===== config.mk =====
export PLATFORM = sky130hd
export DESIGN_NAME = pid_param
export DESIGN_NICKNAME = d
export VERILOG_FILES = /design/src/rtl/pid_pkg.sv /design/src/rtl/pid_integrator.sv /design/src/rtl/pid_param.sv
export SDC_FILE = /design/constraint.sdc
export NUM_CORES = 1
export LEC_CHECK = 0
export CELL_PAD_IN_SITES_DETAIL_PLACEMENT = 0
export CELL_PAD_IN_SITES_GLOBAL_PLACEMENT = 1
export CORE_UTILIZATION = 25
export CTS_BUF_LIST = sky130_fd_sc_hd__clkbuf_2
export CTS_CLUSTER_SIZE = 14
export DETAILED_ROUTE_END_ITERATION = 12
export GPL_ROUTABILITY_DRIVEN = 0
export PLACE_DENSITY_LB_ADDON = 0.1
export SETUP_SLACK_MARGIN = 0.15
export SLEW_MARGIN = 30
export SYNTH_ARGS = -nofsm -noshare
export SYNTH_HDL_FRONTEND = slang
export SYNTH_SLANG_ARGS = --single-unit

===== constraint.sdc =====
create_clock -name clk -period 7 [get_ports clk]
set_input_delay 1.05 -clock clk [delete_from_list [all_inputs] [get_ports clk]]
set_output_delay 1.05 -clock clk [all_outputs]
set_load 0.005 [all_outputs]

===== src/rtl/pid_pkg.sv =====
// Shared defaults and saturation helpers for the parametrised line-follower PID controller.
package pid_pkg;

    localparam int ERR_W_DEF     = 16;
    localparam int SAT_W_DEF     = 10;
    localparam int I_W_DEF       = 16;
    localparam int I_SHIFT_DEF   = 4;
    localparam int D_DEPTH_DEF   = 2;
    localparam int D_W_DEF       = 8;
    localparam int SUM_W_DEF     = 14;
    localparam int OUT_SHIFT_DEF = 3;
    localparam int SPD_W_DEF     = 12;
    localparam int GAIN_W        = 6;

    localparam int unsigned FAST_SPD_DEF  = 32'h300;
    localparam int unsigned RAMP_STEP_DEF = 32'h010;

    // Clip a signed value into the range of a w-bit two's complement number.
    function automatic logic signed [31:0] sat_s(input logic signed [31:0] v, input int w);
        logic signed [31:0] hi;
        logic signed [31:0] lo;
        hi = (32'sd1 <<< (w - 1)) - 32'sd1;
        lo = -(32'sd1 <<< (w - 1));
        if (v > hi) begin
            return hi;
        end
        if (v < lo) begin
            return lo;
        end
        return v;
    endfunction

    function automatic logic [31:0] clamp_u(input logic signed [31:0] v, input int w);
        logic signed [31:0] hi;
        hi = (32'sd1 <<< w) - 32'sd1;
        if (v < 32'sd0) begin
            return '0;
        end
        if (v > hi) begin
            return $unsigned(hi);
        end
        return $unsigned(v);
    endfunction

endpackage


===== src/rtl/pid_integrator.sv =====
// Saturating signed accumulator: clr zeroes it (and beats en), en adds din with clipping.
module pid_integrator
    import pid_pkg::*;
#(
    parameter int I_W  = I_W_DEF,
    parameter int IN_W = SAT_W_DEF
) (
    input  logic                   clk,
    input  logic                   rst_n,
    input  logic                   clr,
    input  logic                   en,
    input  logic signed [IN_W-1:0] din,
    output logic signed [I_W-1:0]  integ
);

    logic signed [I_W-1:0] integ_d;
    logic signed [I_W-1:0] integ_q;

    always_comb begin
        integ_d = integ_q;
        if (clr) begin
            integ_d = '0;
        end else if (en) begin
            integ_d = I_W'(sat_s(32'(integ_q) + 32'(din), I_W));
        end
    end

    always_ff @(posedge clk or negedge rst_n) begin
        if (!rst_n) begin
            integ_q <= '0;
        end else begin
            integ_q <= integ_d;
        end
    end

    assign integ = integ_q;

endmodule


===== src/rtl/pid_param.sv =====
// Parametrised line-follower PID: error stream in, left/right motor speeds out through a
// 3-stage pipeline. out_vld is a one-cycle strobe marking fresh speeds; there is no backpressure.
module pid_param
    import pid_pkg::*;
#(
    parameter int          ERR_W     = ERR_W_DEF,
    parameter int          SAT_W     = SAT_W_DEF,
    parameter int          I_W       = I_W_DEF,
    parameter int          I_SHIFT   = I_SHIFT_DEF,
    parameter int          D_DEPTH   = D_DEPTH_DEF,
    parameter int          D_W       = D_W_DEF,
    parameter int          SUM_W     = SUM_W_DEF,
    parameter int          OUT_SHIFT = OUT_SHIFT_DEF,
    parameter int          SPD_W     = SPD_W_DEF,
    parameter int unsigned FAST_SPD  = FAST_SPD_DEF,
    parameter int unsigned RAMP_STEP = RAMP_STEP_DEF
) (
    input  logic                    clk,
    input  logic                    rst_n,
    input  logic                    go,
    input  logic                    line_present,
    input  logic                    err_vld,
    input  logic signed [ERR_W-1:0] error,
    input  logic [GAIN_W-1:0]       kp,
    input  logic [GAIN_W-1:0]       kd,
    output logic                    out_vld,
    output logic [SPD_W-1:0]        lft_spd,
    output logic [SPD_W-1:0]        rgt_spd
);

    localparam int P_W  = SAT_W + GAIN_W;
    localparam int DP_W = D_W + GAIN_W;

    logic                    line_present_q;
    logic                    clr;
    logic signed [SAT_W-1:0] err_sat;
    logic signed [SAT_W-1:0] hist_last;
    logic signed [D_W-1:0]   d_diff;
    logic signed [I_W-1:0]   integ;

    logic signed [SAT_W-1:0] hist_d [D_DEPTH];
    logic signed [SAT_W-1:0] hist_q [D_DEPTH];
    logic [SPD_W-1:0]        frwrd_d, frwrd_q;
    logic [SPD_W:0]          frwrd_inc;

    logic                    s1_vld_d, s1_vld_q;
    logic signed [SAT_W-1:0] s1_err_d, s1_err_q;
    logic signed [D_W-1:0]   s1_dd_d, s1_dd_q;

    logic                    s2_vld_d, s2_vld_q;
    logic signed [P_W-1:0]   s2_p_d, s2_p_q;
    logic signed [I_W-1:0]   s2_i_d, s2_i_q;
    logic signed [DP_W-1:0]  s2_d_d, s2_d_q;
    logic [SPD_W-1:0]        s2_frwrd_d, s2_frwrd_q;

    logic                    out_vld_d, out_vld_q;
    logic [SPD_W-1:0]        lft_spd_d, lft_spd_q;
    logic [SPD_W-1:0]        rgt_spd_d, rgt_spd_q;
    logic signed [31:0]      sum;
    logic signed [31:0]      steer;

    assign clr       = !go || (line_present && !line_present_q);
    assign err_sat   = SAT_W'(sat_s(32'(error), SAT_W));
    // A sample arriving with clr sees an empty history, matching the zeroed integrator and ramp.
    assign hist_last = clr ? '0 : hist_q[D_DEPTH-1];
    assign d_diff    = D_W'(sat_s(32'(err_sat) - 32'(hist_last), D_W));

    pid_integrator #(
        .I_W  (I_W),
        .IN_W (SAT_W)
    ) u_integ (
        .clk   (clk),
        .rst_n (rst_n),
        .clr   (clr),
        .en    (err_vld),
        .din   (err_sat),
        .integ (integ)
    );

    always_comb begin
        for (int k = 0; k < D_DEPTH; k++) begin
            hist_d[k] = hist_q[k];
        end
        if (clr) begin
            for (int k = 0; k < D_DEPTH; k++) begin
                hist_d[k] = '0;
            end
        end else if (err_vld) begin
            hist_d[0] = err_sat;
            for (int k = 1; k < D_DEPTH; k++) begin
                hist_d[k] = hist_q[k-1];
            end
        end
    end

    always_comb begin
        frwrd_inc = (SPD_W+1)'(frwrd_q) + (SPD_W+1)'(RAMP_STEP);
        frwrd_d   = frwrd_q;
        if (clr) begin
            frwrd_d = '0;
        end else if (err_vld) begin
            if (frwrd_inc > (SPD_W+1)'(FAST_SPD)) begin
                frwrd_d = SPD_W'(FAST_SPD);
            end else begin
                frwrd_d = frwrd_inc[SPD_W-1:0];
            end
        end
    end

    // S1 holds the sample; the integrator and ramp registers double as its integ/frwrd fields.
    always_comb begin
        s1_vld_d   = err_vld && go;
        s1_err_d   = err_sat;
        s1_dd_d    = d_diff;
        s2_vld_d   = s1_vld_q && go;
        s2_p_d     = P_W'(32'(s1_err_q) * $signed(32'(kp)));
        s2_i_d     = integ >>> I_SHIFT;
        s2_d_d     = DP_W'(32'(s1_dd_q) * $signed(32'(kd)));
        s2_frwrd_d = frwrd_q;
    end

    always_comb begin
        sum       = sat_s(32'(s2_p_q) + 32'(s2_i_q) + 32'(s2_d_q), SUM_W);
        steer     = sum >>> OUT_SHIFT;
        out_vld_d = 1'b0;
        lft_spd_d = lft_spd_q;
        rgt_spd_d = rgt_spd_q;
        if (!go) begin
            lft_spd_d = '0;
            rgt_spd_d = '0;
        end else if (s2_vld_q) begin
            out_vld_d = 1'b1;
            lft_spd_d = SPD_W'(clamp_u($signed(32'(s2_frwrd_q)) + steer, SPD_W));
            rgt_spd_d = SPD_W'(clamp_u($signed(32'(s2_frwrd_q)) - steer, SPD_W));
        end
    end

    always_ff @(posedge clk or negedge rst_n) begin
        if (!rst_n) begin
            line_present_q <= 1'b0;
            for (int k = 0; k < D_DEPTH; k++) begin
                hist_q[k] <= '0;
            end
            frwrd_q    <= '0;
            s1_vld_q   <= 1'b0;
            s1_err_q   <= '0;
            s1_dd_q    <= '0;
            s2_vld_q   <= 1'b0;
            s2_p_q     <= '0;
            s2_i_q     <= '0;
            s2_d_q     <= '0;
            s2_frwrd_q <= '0;
            out_vld_q  <= 1'b0;
            lft_spd_q  <= '0;
            rgt_spd_q  <= '0;
        end else begin
            line_present_q <= line_present;
            for (int k = 0; k < D_DEPTH; k++) begin
                hist_q[k] <= hist_d[k];
            end
            frwrd_q    <= frwrd_d;
            s1_vld_q   <= s1_vld_d;
            s1_err_q   <= s1_err_d;
            s1_dd_q    <= s1_dd_d;
            s2_vld_q   <= s2_vld_d;
            s2_p_q     <= s2_p_d;
            s2_i_q     <= s2_i_d;
            s2_d_q     <= s2_d_d;
            s2_frwrd_q <= s2_frwrd_d;
            out_vld_q  <= out_vld_d;
            lft_spd_q  <= lft_spd_d;
            rgt_spd_q  <= rgt_spd_d;
        end
    end

    assign out_vld = out_vld_q;
    assign lft_spd = lft_spd_q;
    assign rgt_spd = rgt_spd_q;

endmodule


# Word-level counts from Yosys, hierarchy flattened
# Index checks and enable logic that the tools add are counted.
# totals
n_memories,0
inputBits,33
rom_bits,0
ramBits,0
reg_bits,148
latch_bits,0
output_inout_bits,25
elab_cells,114
# classes
n_eq_ne,1
multipliers,2
shift,0
bitwise_logic,0
mux,68
add_sub_neg,7
div,0
order_cmp,13
reduce_logical,7
# ops
operator,count
$mux 12,15
$mux 32,4
$mux 16,6
$gt 30x13->1 const B,2
$lt 30x1->1 const B,2
$mux 10,5
$mux 20,2
$mux 1,32
$mux 8,4
$add 13x29->30,1
$sub 13x29->30,1
$add 17x14->18,1
$gt 18x14->1 const B,1
$lt 18x14->1 const B,1
$add 16x10->17,1
$add 16x12->17,1
$gt 17x16->1 const B,1
$lt 17x16->1 const B,1
$gt 16x10->1 const B,1
$lt 16x10->1 const B,1
$mul 10x7->16,1
$mul 8x7->14,1
$add 12x5->13 const B,1
$gt 13x10->1 const B,1
8 further kinds,11

# Depth between registers and ports, before layout
# logic_depth
depth_word,19
depth_mapped,29
depth_no_buf,25

# Cells and area by module
# A second synthesis with hierarchy kept.
# hier_totals
hier_cells,1311
area_unflattened_um2,12697.2
# by_module_without_submodules
module,cells_each,n_inst,area_each_um2,seq_area_each_um2
pid_param,1095,1,10919.2,3103.0
pid_integrator,216,1,1778.0,400.4

# Worst setup path after synthesis
# Ideal clock, no wire load.
# synth_timing
path_type,register to register
startpoint,reg s2_p_q[1]
endpoint,reg lft_spd_q[10] (netlist: lft_spd[10])
arrival_time_ns,6.269
t_required_ns,6.929
slack_ns,0.661
path_buffers,4
synth_period_minus_slack_ns,6.339
stages_incl_launch_ff,28
setup_time_ns,0.071
path_cell_list,dfrtp_1 > inv_1 > fa_1 > inv_1 > ha_1 > fa_1 > a21o_2 > a311oi_2 > o21ai_1 > a41oi_2 > xnor2_1 > nand4_1 > ha_1 > clkbuf_1 > clkbuf_1 > o21ai_0 > ha_1 > clkbuf_1 > a21o_1 > a21oi_1 > nand2b_1 > a221o_1 > o21bai_1 > nand3b_1 > a21oi_1 > or4_4 > buf_6 > nand4_1
# synth_via
elab_chain_len,17
elab_cells_between_ends,25
cone_classes,3 x add/sub; 4 x order compare; 18 x mux
# synth_lines
item,line_no,rtl
from (decl),pid_param.sv:51,"logic signed [P_W-1:0] s2_p_d, s2_p_q;"
from (signal assigned),pid_param.sv:166,s2_p_q <= s2_p_d;
$add 16x12->17 (*),pid_param.sv:123,"sum = sat_s(32'(s2_p_q) + 32'(s2_i_q) + 32'(s2_d_q), SUM_W);"
$add 17x14->18 (*),pid_param.sv:123,
$lt 18x14->1,pid_pkg.sv:27,if (v < lo) begin
$mux 1 (2 in series),pid_pkg.sv:27,
$mux 32,pid_pkg.sv:30,return v;
$mux 32 (*),pid_pkg.sv:27,
$add 13x29->30 (*),pid_param.sv:133,"lft_spd_d = SPD_W'(clamp_u($signed(32'(s2_frwrd_q)) + steer, SPD_W));"
$gt 30x13->1,pid_pkg.sv:39,if (v > hi) begin
$mux 1 (2 in series),pid_pkg.sv:39,
$mux 1,pid_param.sv:131,end else if (s2_vld_q) begin
$mux 1,pid_param.sv:128,if (!go) begin
$mux 12,pid_pkg.sv:42,return $unsigned(v);
$mux 12 (*),pid_pkg.sv:39,
$mux 12 (*),pid_param.sv:131,
$mux 12 (*),pid_param.sv:128,
to (signal assigned),pid_param.sv:171,lft_spd_q <= lft_spd_d;
to (decl),pid_param.sv:57,"logic [SPD_W-1:0] lft_spd_d, lft_spd_q;"
# Mark *: on every way between the ends. The rest lies on a longest branch, timed or not. The select of a mux whose other input is x is not followed.
# A chain may end at the register's enable or synchronous reset.

# Final worst setup path
# layout_timing
startpoint,reg s2_i_q[1]
endpoint,reg rgt_spd_q[1] (netlist: rgt_spd[1])
# layout_via
elab_chain_len,17
elab_cells_between_ends,25
cone_classes,3 x add/sub; 4 x order compare; 18 x mux
# layout_lines
item,line_no,rtl
from (decl),pid_param.sv:52,"logic signed [I_W-1:0] s2_i_d, s2_i_q;"
from (signal assigned),pid_param.sv:167,s2_i_q <= s2_i_d;
$add 16x12->17 (*),pid_param.sv:123,
$add 17x14->18 (*),pid_param.sv:123,
$lt 18x14->1,pid_pkg.sv:27,
$mux 1 (2 in series),pid_pkg.sv:27,
$mux 32,pid_pkg.sv:30,
$mux 32 (*),pid_pkg.sv:27,
$sub 13x29->30 (*),pid_param.sv:134,"rgt_spd_d = SPD_W'(clamp_u($signed(32'(s2_frwrd_q)) - steer, SPD_W));"
$gt 30x13->1,pid_pkg.sv:39,
$mux 1 (2 in series),pid_pkg.sv:39,
$mux 1,pid_param.sv:131,
$mux 1,pid_param.sv:128,
$mux 12,pid_pkg.sv:42,
$mux 12 (*),pid_pkg.sv:39,
$mux 12 (*),pid_param.sv:131,
$mux 12 (*),pid_param.sv:128,
to (signal assigned),pid_param.sv:172,rgt_spd_q <= rgt_spd_d;
to (decl),pid_param.sv:58,"logic [SPD_W-1:0] rgt_spd_d, rgt_spd_q;"
# Marked as above.

==> metrics.yaml <==
die:
  die_h_um: 227
  die-area_mm2: 0.0516
  initial_core_util: 0.253
  num_rows: 82
  die_w_um: 227
  io_pins: 58
  core_mm2: 0.0501
placement:
  port_buffers: 57
  place_area_mm2: 0.0141
  dp_hpwl_um: 29300
synthesis:
  synth_seq_area_share: 0.276
  ys_seq_elements: 140
  synth.largest_area_cell: "dfrtp_1"
  avgSynthCellArea_um2: 9.49
  netlist_area_mm2: 0.0127
  synth_ff_type: "dfrtp_1"
  synth_edf_count: 0
  syn_nets: 1586
  syn_inst: 1336
  netlist_top_cells_count: "dfrtp_1, inv_1, ha_1"
  yosysWarnings: 0
  synthTopCellsByArea: "dfrtp_1, fa_1, ha_1, and2_1, inv_1"
  synth_top_cell_area_share: 0.276
  ys_types: 84
  synthMostInstantiatedCell: "dfrtp_1"
  async_flop_share: 1.00
routing:
  vias: 9828
  drtPass1Iterations: 5
  postRouteWirelength_um: 37000
  drt-initial-drc-count: 402
  drc: 0
  drt-wirelength-per-cell_um: 17.7
  viasPerCell: 4.70
  ant_nets: 0
global_route:
  gr-total-overflow: 0
  grt_pass1_wl_um: 59100
  track_usage: 0.150
  grt_most_used_layer: "met2"
  grt.met2_usage: 0.252
  grt_use_met1: 0.200
  antenna_found_initial: 3
  met3_usage: 0.0237
  grt_pass1_vias: 10313
  grt_max_degree: 74
cells_and_area:
  fin_nets: 1653
  layout-drive-gt1-share: 0.0699
  final_cell_area_mm2: 0.0145
  area_growth_pct: 14.2
clock_tree:
  h-tree-depth: 4
  numCtsBuffers: 17
  root_buffer: "clkbuf_2"
  cts_tree: "built"
  cts_buffer_depth: 2
  cts_hold_buffers: 0
  cts.sinks: 140
  insertion_delay_ps: 820
  path_clk_slew_ps: 280
setup_path:
  critPathLaunchType: "register"
  worst_ep_required_time_ps: 7740
  crit_path_max_incr_delay_ps: 570
  critical_path.max_fanout: 10
  path_class: "register to register"
  arrival_ps: 7130
  critPathSlowestCell: "or4b_1"
  crit_top_cell: "inv_1"
  cp-end-kind: "register"
timing:
  fmax_mhz: 156
  final_hold_viol_count: 0
  rsz0062_at_grt: "false"
  clock_skew_ps: 36.3
  tns_ps: 0
  max-slew-margin-rel: 0.463
  slew_viol_final: 0
  setup_viol: 0
  post-route-min-period_ps: 6390
  post-route-period-util: 0.913
  worstMarginPinSlew_ps: 799
flow_run:
  maxCapViolations: 0
status:
  status: "finished clean"
min_path:
  hold_class: "input pin to asynchronous set/reset pin"
cells in the final DEF, fill, tap and decap left out, types with 18 or more instances in the layout:
cell / instances
o21ai_0: 73
ha_1: 122
and3_1: 18
xnor2_1: 54
nand2_1: 109
nor2_1: 67
mux2i_1: 26
o21a_1: 23
a211oi_1: 27
a21oi_1: 67
nand3_1: 24
inv_1: 129
clkdlybuf4s50_1: 55
and2_1: 79
dfrtp_1: 140
buf_4: 30
fa_1: 93
critical path: cells and delay by family, from the launching register on:
kind,cells,cell delay (ps)
AO/OA/AOI/OAI,8,2110
adder cells (fa/ha/maj),5,1850
AND/OR/NAND/NOR,6,1340
buffers and inverters,5,490
flip-flops,1,400
multiplexers,1,120
repair_timing:
action | CTS | global route
resized for setup | 0 | 9
setup endpoints to repair | 0 | 24
buffers inserted | 0 | 6
sequential cells by signal, indices dropped and copies added, names as in the netlist:
name	count
rgt_spd	12
s2_p_q	16
frwrd_q	8
s2_frwrd_q	8
s1_err_q	10
s2_vld_q	1
line_present_q	1
hist_q	20
s2_i_q	12
out_vld	1
u_integ.integ	16
lft_spd	12
s1_dd_q	8
s1_vld_q	1
s2_d_q	14
cells by family after synthesis:
| group | synth area share |
|---|---|
| AO/OA/AOI/OAI | 0.177 |
| other | 0.000296 |
| flip-flops | 0.276 |
| XOR/XNOR | 0.0482 |
| buffers and inverters | 0.0529 |
| adder cells (fa/ha/maj) | 0.269 |
| AND/OR/NAND/NOR | 0.154 |
| multiplexers | 0.0214 |
metal layers:
layer  vias up  wire length, µm
met2       137            17900
met5         -                0
met4         0              729
met3        38              913
li1       4793                -
met1      4860            17500
path summary, 6_finish.rpt:
kind                                                 to               startpoint  depth (start not counted)  slack (ps)
max                              rgt_spd[1]$_DFFE_PN0P_      s2_i_q[1]$_DFF_PN0_                         25         610
min                                s2_p_q[14]$_DFF_PN0_                    rst_n                          1         220
max reg2reg                      rgt_spd[1]$_DFFE_PN0P_      s2_i_q[1]$_DFF_PN0_                         25         610
min reg2reg                    s2_frwrd_q[11]$_DFF_PN0_  frwrd_q[11]$_DFFE_PN0P_                          0         450
max in group asynchronous  u_integ.integ[9]$_DFFE_PN0P_                    rst_n                          2        5650
min in group clk               s2_frwrd_q[11]$_DFF_PN0_  frwrd_q[11]$_DFFE_PN0P_                          0         450
through the flow:
step                      hold WS [ps]  worst slack [ps]   util  instances
after global placement             403               352  0.282       2050
after CTS                          131               185  0.287       2082
after detailed placement           400               278  0.282       2050
after global routing               146               137  0.289       2090
after floorplan                    360               661      -       1336
final                              217               610  0.289       2091
layout make-up:
| class | instances | area, µm² |
|---|---|---|
| sequential | 140 | 3500 |
| multi-input combinational | 1026 | 8580 |
| antenna | 3 | 7.51 |
| clock buffer | 17 | 85.1 |
| inverter | 130 | 488 |
| tap | 672 | 841 |
| timing repair buffer | 88 | 803 |
| fill | 5424 | 35600 |
| clock inverter | 15 | 174 |
Power is left out: the tool's default activity adds up to more than one toggle a clock period on the data nets, which glitch-free logic cannot reach.
